[config.mk]
export PLATFORM = sky130hd
export DESIGN_NAME = hash_state_acc
export DESIGN_NICKNAME = d
export VERILOG_FILES = /design/src/rtl/sha_pkg.sv /design/src/rtl/hash_word_acc.sv /design/src/rtl/hash_state_acc.sv
export SDC_FILE = /design/constraint.sdc
export NUM_CORES = 2
export LEC_CHECK = 0
export ABC_AREA = 1
export BUFFER_PORTS_ARGS = -buffer_cell sky130_fd_sc_hd__buf_2
export CORE_UTILIZATION = 47
export CTS_CLUSTER_SIZE = 8
export DETAILED_ROUTE_END_ITERATION = 7
export GPL_TIMING_DRIVEN = 0
export PLACE_DENSITY = 0.71
export SYNTH_ARGS = -nofsm -noshare
export SYNTH_HDL_FRONTEND = slang
export SYNTH_HIERARCHICAL = 1
export SYNTH_SLANG_ARGS = --single-unit
[constraint.sdc]
create_clock -name clk -period 2.7 [get_ports clk]
set_input_delay 0.27 -clock clk [delete_from_list [all_inputs] [get_ports clk]]
set_output_delay 0.27 -clock clk [all_outputs]
set_load 0.005 [all_outputs]
[src/rtl/sha_pkg.sv]
// Shared SHA-256 constants, accumulator state encoding and per-lane chain-select codes.
// Word 0 of SHA256_IV sits in the least significant bits.
package sha_pkg;

  localparam int SHA_WIDTH = 32;
  localparam int SHA_WORDS = 8;

  localparam logic [SHA_WORDS*SHA_WIDTH-1:0] SHA256_IV = {
    32'h5be0cd19, 32'h1f83d9ab, 32'h9b05688c, 32'h510e527f,
    32'ha54ff53a, 32'h3c6ef372, 32'hbb67ae85, 32'h6a09e667
  };

  typedef enum logic [1:0] {
    ST_IDLE  = 2'd0,
    ST_ACCUM = 2'd1,
    ST_DONE  = 2'd2
  } acc_state_t;

  // Source of the next chaining word in every lane.
  typedef enum logic [1:0] {
    SEL_HOLD = 2'd0,
    SEL_IV   = 2'd1,
    SEL_MID  = 2'd2,
    SEL_SUM  = 2'd3
  } lane_sel_t;

endpackage

[src/rtl/hash_word_acc.sv]
// One chaining-word lane: chain register, modular adder, and midstate and digest capture.
// The lanes have no carry path between them; all control comes from the top-level FSM.
module hash_word_acc
  import sha_pkg::*;
#(
  parameter int                WIDTH   = SHA_WIDTH,
  parameter logic [WIDTH-1:0]  IV_WORD = '0
) (
  input  logic             clk,
  input  logic             rst_n,
  input  lane_sel_t        sel,
  input  logic             mid_capture,
  input  logic             digest_load,
  input  logic [WIDTH-1:0] add_word,
  output logic [WIDTH-1:0] chain,
  output logic [WIDTH-1:0] digest
);

  logic [WIDTH-1:0] sum;
  logic [WIDTH-1:0] mid;
  logic [WIDTH-1:0] chain_next;

  // Natural truncation gives the required addition modulo 2^WIDTH.
  assign sum = chain + add_word;

  always_comb begin
    chain_next = chain;
    case (sel)
      SEL_IV:  chain_next = IV_WORD;
      SEL_MID: chain_next = mid;
      SEL_SUM: chain_next = sum;
      default: chain_next = chain;
    endcase
  end

  always_ff @(posedge clk or negedge rst_n) begin
    if (!rst_n) begin
      chain  <= IV_WORD;
      mid    <= '0;
      digest <= '0;
    end else begin
      chain <= chain_next;
      if (mid_capture) begin
        mid <= sum;
      end
      if (digest_load) begin
        digest <= sum;
      end
    end
  end

endmodule

[src/rtl/hash_state_acc.sv]
// SHA-256 chaining-state accumulator: one FSM plus block and pass counters driving WORDS lanes.
// Handles multi-block messages, midstate capture/restore, an optional second pass, and the digest handshake.
module hash_state_acc
  import sha_pkg::*;
#(
  parameter int                        WIDTH  = SHA_WIDTH,
  parameter int                        WORDS  = SHA_WORDS,
  parameter logic [WORDS*WIDTH-1:0]    IV     = SHA256_IV,
  parameter int                        DOUBLE = 1,
  parameter int                        CNT_W  = 8
) (
  input  logic                   clk,
  input  logic                   rst_n,
  input  logic                   init_i,
  input  logic                   mid_load_i,
  input  logic                   add_valid_i,
  output logic                   add_ready_o,
  input  logic [WORDS*WIDTH-1:0] add_data_i,
  input  logic                   add_last_i,
  output logic [WORDS*WIDTH-1:0] chain_o,
  output logic                   mid_valid_o,
  output logic [CNT_W-1:0]       blk_cnt_o,
  output logic                   pass_o,
  output logic                   digest_valid_o,
  input  logic                   digest_ready_i,
  output logic [WORDS*WIDTH-1:0] digest_o
);

  acc_state_t       state, state_next;
  logic [CNT_W-1:0] blk_cnt, blk_cnt_next;
  logic             pass, pass_next;
  logic             mid_valid, mid_valid_next;
  logic             digest_valid, digest_valid_next;
  lane_sel_t        sel;
  logic             mid_capture;
  logic             digest_load;
  logic             accept;

  assign add_ready_o    = (state == ST_ACCUM);
  assign accept         = add_valid_i && add_ready_o;
  assign blk_cnt_o      = blk_cnt;
  assign pass_o         = pass;
  assign mid_valid_o    = mid_valid;
  assign digest_valid_o = digest_valid;

  always_ff @(posedge clk or negedge rst_n) begin
    if (!rst_n) begin
      state        <= ST_IDLE;
      blk_cnt      <= '0;
      pass         <= 1'b0;
      mid_valid    <= 1'b0;
      digest_valid <= 1'b0;
    end else begin
      state        <= state_next;
      blk_cnt      <= blk_cnt_next;
      pass         <= pass_next;
      mid_valid    <= mid_valid_next;
      digest_valid <= digest_valid_next;
    end
  end

  always_comb begin
    state_next        = state;
    blk_cnt_next      = blk_cnt;
    pass_next         = pass;
    mid_valid_next    = mid_valid;
    digest_valid_next = digest_valid;
    sel               = SEL_HOLD;
    mid_capture       = 1'b0;
    digest_load       = 1'b0;

    if (init_i) begin
      sel               = SEL_IV;
      pass_next         = 1'b0;
      blk_cnt_next      = '0;
      digest_valid_next = 1'b0;
      state_next        = ST_ACCUM;
    end else if (mid_load_i && mid_valid) begin
      // The restored midstate already covers the first block of the message.
      sel               = SEL_MID;
      pass_next         = 1'b0;
      blk_cnt_next      = CNT_W'(1);
      digest_valid_next = 1'b0;
      state_next        = ST_ACCUM;
    end else if (accept) begin
      if (!add_last_i) begin
        sel = SEL_SUM;
        if (blk_cnt != {CNT_W{1'b1}}) begin
          blk_cnt_next = blk_cnt + CNT_W'(1);
        end
        if (!pass && (blk_cnt == '0)) begin
          mid_capture    = 1'b1;
          mid_valid_next = 1'b1;
        end
      end else if ((DOUBLE != 0) && !pass) begin
        // Pass-1 digest goes straight to the compressor; pass 2 restarts from the IV.
        sel          = SEL_IV;
        pass_next    = 1'b1;
        blk_cnt_next = '0;
      end else begin
        sel               = SEL_IV;
        digest_load       = 1'b1;
        digest_valid_next = 1'b1;
        pass_next         = 1'b0;
        blk_cnt_next      = '0;
        state_next        = ST_DONE;
      end
    end else if ((state == ST_DONE) && digest_ready_i) begin
      digest_valid_next = 1'b0;
      state_next        = ST_IDLE;
    end
  end

  for (genvar gi = 0; gi < WORDS; gi++) begin : g_lane
    hash_word_acc #(
      .WIDTH   (WIDTH),
      .IV_WORD (IV[gi*WIDTH +: WIDTH])
    ) u_lane (
      .clk         (clk),
      .rst_n       (rst_n),
      .sel         (sel),
      .mid_capture (mid_capture),
      .digest_load (digest_load),
      .add_word    (add_data_i[gi*WIDTH +: WIDTH]),
      .chain       (chain_o[gi*WIDTH +: WIDTH]),
      .digest      (digest_o[gi*WIDTH +: WIDTH])
    );
  end

endmodule

Yosys cells after proc, flatten, opt, wreduce, memory -nomap -nowiden
Index checks and enable logic that the tools add are counted.

Add/sub/neg operators: 9. Eq/ne operators: 8. Multiplexer cells: 44. Bitwise logic cells: 3. Reduce and logical (&&, ||, !) cells: 15.

Operators by type and width (number): one-hot mux 32 bit (3 select lines) (8); adder 32 bit (8); 2-to-1 mux 8 bit (5); 2-to-1 mux 1 bit (21); 2-to-1 mux 2 bit (10); nonzero test 3 bit (3); adder 8 x 1 -> 8 bit, second input constant (1); logical NOT 8 bit (1); inequality test 4 x 3 -> 1 bit, second input constant (2); inequality test 8 bit, second input constant (1); nonzero test 4 bit (2); equality test 2 bit, second input constant (3); AND reduction 5 bit (1); equality test 2 x 1 -> 1 bit, second input constant (2); logical AND 1 bit (4); AND reduction 2 bit (2); NOT 1 bit (3); AND reduction 3 bit (1); logical NOT 1 bit (1).

Bits in registers: 781. Bits of input ports: 263. Output and inout port bits: 524.

Logic depth before layout (Yosys ltp)
Depth in word-level cells: 7. Depth in mapped cells: 15. Gate-level depth less buffers: 15.

Modules after synthesis
The synthesis kept the hierarchy.

Modules (own cells, without submodules): hash_word_acc (g_lane[6].u_lane) (times used 1, cells an instance 913, area each 6349.8 µm², seq. area each 2424.8 µm²); hash_word_acc (g_lane[2].u_lane) (times used 1, cells an instance 913, area each 6268.5 µm², seq. area each 2426.1 µm²); hash_word_acc (g_lane[1].u_lane) (times used 1, cells an instance 913, area each 6241.0 µm², seq. area each 2426.1 µm²); hash_word_acc (g_lane[3].u_lane) (times used 1, cells an instance 892, area each 6219.7 µm², seq. area each 2426.1 µm²); hash_word_acc (g_lane[5].u_lane) (times used 1, cells an instance 889, area each 6212.2 µm², seq. area each 2418.6 µm²); hash_word_acc (g_lane[7].u_lane) (times used 1, cells an instance 890, area each 6182.2 µm², seq. area each 2422.3 µm²); hash_word_acc (g_lane[0].u_lane) (times used 1, cells an instance 876, area each 6179.7 µm², seq. area each 2422.3 µm²); hash_word_acc (g_lane[4].u_lane) (times used 1, cells an instance 864, area each 6168.4 µm², seq. area each 2422.3 µm²); hash_state_acc (times used 1, cells an instance 128, area each 890.9 µm², seq. area each 300.3 µm²).

Least setup slack after synthesis
No wires, ideal clock.

Path kind: reg2reg. From: register, netlist name digest_valid_o. To: register g_lane[4].u_lane.mid[21]. Setup time: 0.118 ns. Arrival time: 2.142 ns. Required time: 2.582 ns. Path slack: 0.440 ns. Cell stages (with the launch flop): 12. Buffers on the path: 3. Clock period less this slack: 2.260 ns. Cell sequence: dfrtp_1 > inv_1 > nand3_4 > nor2_1 > nand3_1 > inv_1 > clkbuf_1 > inv_1 > clkbuf_1 > clkbuf_1 > nand2_1 > nand2_1.

RTL lines: end signal, assigned (line hash_word_acc.sv:44) `mid <= sum;`; end, declared (line hash_word_acc.sv:20) `logic [WIDTH-1:0] mid;`.

Worst setup path after layout
From: register state[0]. To: register g_lane[3].u_lane.chain[29].

Longest elaborated chain between the ends: 7.

RTL lines: start, declared (line hash_state_acc.sv:29) `acc_state_t state, state_next;`; start signal, assigned (line hash_state_acc.sv:54) `state <= state_next;`; equality test 2 x 1 -> 1 bit (*) (line hash_state_acc.sv:39) `assign add_ready_o = (state == ST_ACCUM);`; logical AND 1 bit (*) (line hash_state_acc.sv:40) `assign accept = add_valid_i && add_ready_o;`; 2-to-1 mux 2 bit (*) (line hash_state_acc.sv:85) `end else if (accept) begin`; 2-to-1 mux 2 bit (*) (line hash_state_acc.sv:78) `end else if (mid_load_i && mid_valid) begin`; 2-to-1 mux 2 bit (*) (line hash_state_acc.sv:72) `if (init_i) begin`; via sel[1] (line hash_state_acc.sv:34) `lane_sel_t sel;`; equality test 2 bit / equality test 2 x 1 -> 1 bit (equally long branches) (line hash_word_acc.sv:28) `case (sel)`; one-hot mux 32 bit (3 select lines) / nonzero test 3 bit (equally long branches); end signal, assigned (line hash_word_acc.sv:42) `chain <= chain_next;`; end, declared (line hash_word_acc.sv:15) `output logic [WIDTH-1:0] chain,`.

Mark *: on every way through the listed nets, which the timed path passes. The rest lies on a longest branch. A chain may end at the register's enable or synchronous reset.

==> run summary <==
• result of the run: completed
• number of routed nets with antenna violations: 0
• clock latency on the worst-skew pair: 0.71 ns
• Routed Wire Length: 204.3 mm
• sequential group share of total power: 0.347
• area inside the core boundary: 107,100 µm²
• Ports: 787
• effective utilization at floorplan: 0.4737
• Final period util: 0.9969
• Num CTS Buffers: 108
• internal power of the cells: 29,310 µW
• clock edge transition at the registers on the reported setup and hold paths: 0.05 ns
• average cell area after synthesis: 6.968 µm²
• Worst Skew: 0.03418 ns
• DRC: 0
• share of power burned in the clock network: 0.262
• final count of negative-setup-slack endpoints: 0
• critical path arrival: 3.32 ns
• Buffers on Ports: 786
• Filler cells: 10,550
• worst-margin pin slew: 0.8908 ns
• CTS tree: built
• total vias in the final route: 52,190
• number of failing hold endpoints at the final stage: 0
• Synth warnings: 6
• slack of the worst reg-to-reg path: 0.008 ns
• total negative slack for setup checks: 0 ns
• number of antenna violations at the first check in global routing: 42
• HPWL Detailed: 161.9 mm
• global-route wire length before repair: 298.4 mm
• post-placement cell area: 56,640 µm²
• Hold Path Sink: g_lane[7].u_lane/mid[31]$_DFFE_PN0P_
• pin count of the biggest net entering global routing: 119
• summed area of non-filler cells in the final layout: 60,710 µm²
• core occupancy in the finished layout: 0.5671
• endpoint class of the critical path: register
• Bufs on Longest Clock Path: 3
• post-route total power: 50,020 µW
• data required time at the worst endpoint: 3.33 ns
• global route overflow: 0
• CTS HTree Levels: 3
• type of the tightest min-delay check: input port to register
• depth of the worst hold-timing path: 6
• total die area: 109,200 µm²
• Combinational Power Share: 0.392
• Highest Clock Rate: 371.5 MHz
• routability congestion estimate from global placement: 0.9855
• share of synthesized area occupied by flip-flops and latches: 0.3882
• Synth cell types: 54
• layout overhead on the synthesized area: 19.72%
• die boundary width: 330.5 µm
• post-synthesis instance total: 7,278
• pre-CTS worst setup slack: -1.137 ns
• number of global-route vias before repair: 49,140
• endpoint of the most critical register-to-register path: g_lane[3].u_lane/chain[29]$_DFFE_PN1P_
• netlist area before placement: 50,710 µm²
• ratio of cells with drive above 1 in the final layout: 0.1745
• fin worst setup slack: 0.008429 ns
• leakage: 0.03418 µW
• Die Height: 330.5 µm
• FF-to-FF path depth: 12
• fin. max-slew vios: 0
• category of the most critical setup path: register to register
• clk sink count: 780
• Worst slew margin: 0.4061
• Final min period: 2.692 ns
• nets@finish: 8,754
• drt via density: 5.355
• power spent charging and discharging nets: 20,710 µW
• Placement Rows: 120
• power density relative to cell area: 823.9 nW/µm²
• CTS root buffer: sky130_fd_sc_hd__clkbuf_16
• largest driver fanout on the critical path: 10
• average routed wire per standard cell: 20.97 µm
• overall routing resource usage: 0.3627
• category of the worst setup path launch point: register
• max-cap check violation count: 0
• worst reg2reg startpoint: state[0]$_DFFE_PN0P_
• Hold Crit Start: add_data_i[255]
• post-synthesis register bit count: 780
• switching power as a share of total power: 0.4140
• starting DRC count in detailed routing: 4,396
• length of the first detailed-routing pass in iterations: 8
• post-synth net total: 7,799
• Max VDD drop: 0.5810 mV
-- metal layers --
metal,vias to the layer above,global-route usage,share of wire
met2,2220,0.5741,0.45
li1,24880,-,-
met5,-,0,0.00092
met4,32,0.1857,0.054
met3,515,0.08857,0.095
met1,24550,0.4600,0.40
-- cell type report --
| type | instances | area [µm²] | share of cell area |
|---|---|---|---|
| inverter | 1108 | 4213 | 0.06939 |
| clock buffer | 196 | 3063 | 0.05045 |
| sequential | 780 | 19690 | 0.3243 |
| buffer | 162 | 860.8 | 0.01418 |
| antenna | 18 | 45.04 | 0.0007419 |
| timing repair buffer | 845 | 4669 | 0.07691 |
| multi-input combinational | 5228 | 26310 | 0.4333 |
| tap | 1403 | 1755 | 0.02891 |
| clock inverter | 6 | 108.9 | 0.001793 |
-- repair_timing --
action                                 CTS  global route
hold buffers                            16             0
resized for setup                       80            75
setup endpoints to repair              625           411
cloned                                   1             0
endpoints found under the hold margin   98             0
buffers inserted                        17            18
pin swaps                                2             2
-- critical path: stages (launching register included) --
cell	delay, ns
sky130_fd_sc_hd__dfrtp_1	0.41
sky130_fd_sc_hd__inv_1	0.08
sky130_fd_sc_hd__nor2_2	0.24
sky130_fd_sc_hd__nand3_1	0.18
sky130_fd_sc_hd__a21oi_4	0.22
sky130_fd_sc_hd__buf_4	0.27
sky130_fd_sc_hd__buf_4	0.24
sky130_fd_sc_hd__nand2_2	0.24
sky130_fd_sc_hd__clkinvlp_4	0.23
sky130_fd_sc_hd__buf_2	0.27
sky130_fd_sc_hd__nand3_1	0.13
sky130_fd_sc_hd__nand2_1	0.07
sky130_fd_sc_hd__inv_1	0.03
-- kinds of logic (layout without fill, tap and decap cells) --
| family | Yosys count | after routing | share of synthesized area |
|---|---|---|---|
| AOI/OAI and AO/OA | 848 | 848 | 0.09904 |
| xor gates and xnor gates | 122 | 122 | 0.02225 |
| adders and majority gates | 258 | 258 | 0.06484 |
| buffers and inverters | 1271 | 2317 | 0.09635 |
| DFF | 780 | 780 | 0.3882 |
| other | 0 | 18 | 0 |
| and+or+nand+nor | 3999 | 4000 | 0.3293 |
-- flip-flops by register name, indices dropped and copies added (netlist names) --
register,flops
blk_cnt_o,8
digest_valid_o,1
g_lane.u_lane/chain,256
g_lane.u_lane/digest,256
g_lane.u_lane/mid,256
mid_valid_o,1
pass_o,1
state,1
-- cells in the final DEF, fill, tap and decap left out, types with 140 or more instances in the layout --
cell,instances
sky130_fd_sc_hd__a21oi_1,190
sky130_fd_sc_hd__buf_2,822
sky130_fd_sc_hd__clkbuf_1,140
sky130_fd_sc_hd__dfrtp_1,643
sky130_fd_sc_hd__ha_1,244
sky130_fd_sc_hd__inv_1,1073
sky130_fd_sc_hd__nand2_1,2784
sky130_fd_sc_hd__nand3_1,550
sky130_fd_sc_hd__nor2_1,353
sky130_fd_sc_hd__o21ai_0,335
-- synthesized netlist by cell type, drive strengths merged --
library cell,instances,area [µm²]
nand2,2872,11000
inv,1097,4120
dfrtp,644,16120
nand3,584,3090
nor2,402,1652
o21ai,390,1974
ha,250,3128
a21oi,207,1100
dfstp,136,3573
clkbuf,98,367.9
a22o,79,691.9
xnor2,74,648.1
buf,65,356.6
o21bai,55,412.9
o211ai,51,382.9
xor2,48,480.5
nor3,42,275.3
nand4,38,237.7
nand3b,28,221.5
o22ai,27,168.9
a31oi,18,112.6
and2,17,111.4
o221ai,15,131.4
clkinv,11,41.29
or2,11,71.32
fa,8,160.2
a21o,5,37.54
nor4,3,18.77
a221o,1,10.01
and3,1,6.260
nor3b,1,12.51
-- through the flow --
| stage | hold slack [ns] | instances |
|---|---|---|
| after floorplan | -0.02559 | 7278 |
| after global placement | 0.4547 | 9467 |
| after detailed placement | 0.2907 | 9475 |
| after CTS | 0.007066 | 9711 |
| after global routing | 0.06300 | 9737 |
| final | 0.05020 | 9746 |
-- how the worst max path moves through the flow --
stage                                     startpoint                                      end  cells after the start
6_report                        state[0]$_DFFE_PN0P_   g_lane[3].u_lane/chain[29]$_DFFE_PN1P_                     12
2_1_floorplan             digest_valid_o$_DFFE_PN0P_     g_lane[4].u_lane/mid[21]$_DFFE_PN0P_                     11
5_1_grt        g_lane[1].u_lane/chain[0]$_DFFE_PN1P_  g_lane[1].u_lane/digest[30]$_DFFE_PN0P_                     15
4_1_cts                         state[0]$_DFFE_PN0P_   g_lane[1].u_lane/chain[27]$_DFFE_PN1P_                     12
3_3_place_gp                                   rst_n      g_lane[4].u_lane/mid[7]$_DFFE_PN0P_                      1
3_5_place_dp                 mid_valid_o$_DFFE_PN0P_  g_lane[5].u_lane/digest[27]$_DFFE_PN0P_                     11
-- power groups by stage --
stage | clock [µW] | combinational [µW] | sequential, µW
floorplan | 0 | 12300 | 16800
global placement | 0 | 18800 | 17300
detailed placement | 0 | 19000 | 17400
CTS | 13300 | 19300 | 17200
global route | 13700 | 21700 | 17600
finish | 13100 | 19600 | 17300
Note: power is estimated with default switching activity, not from simulation.
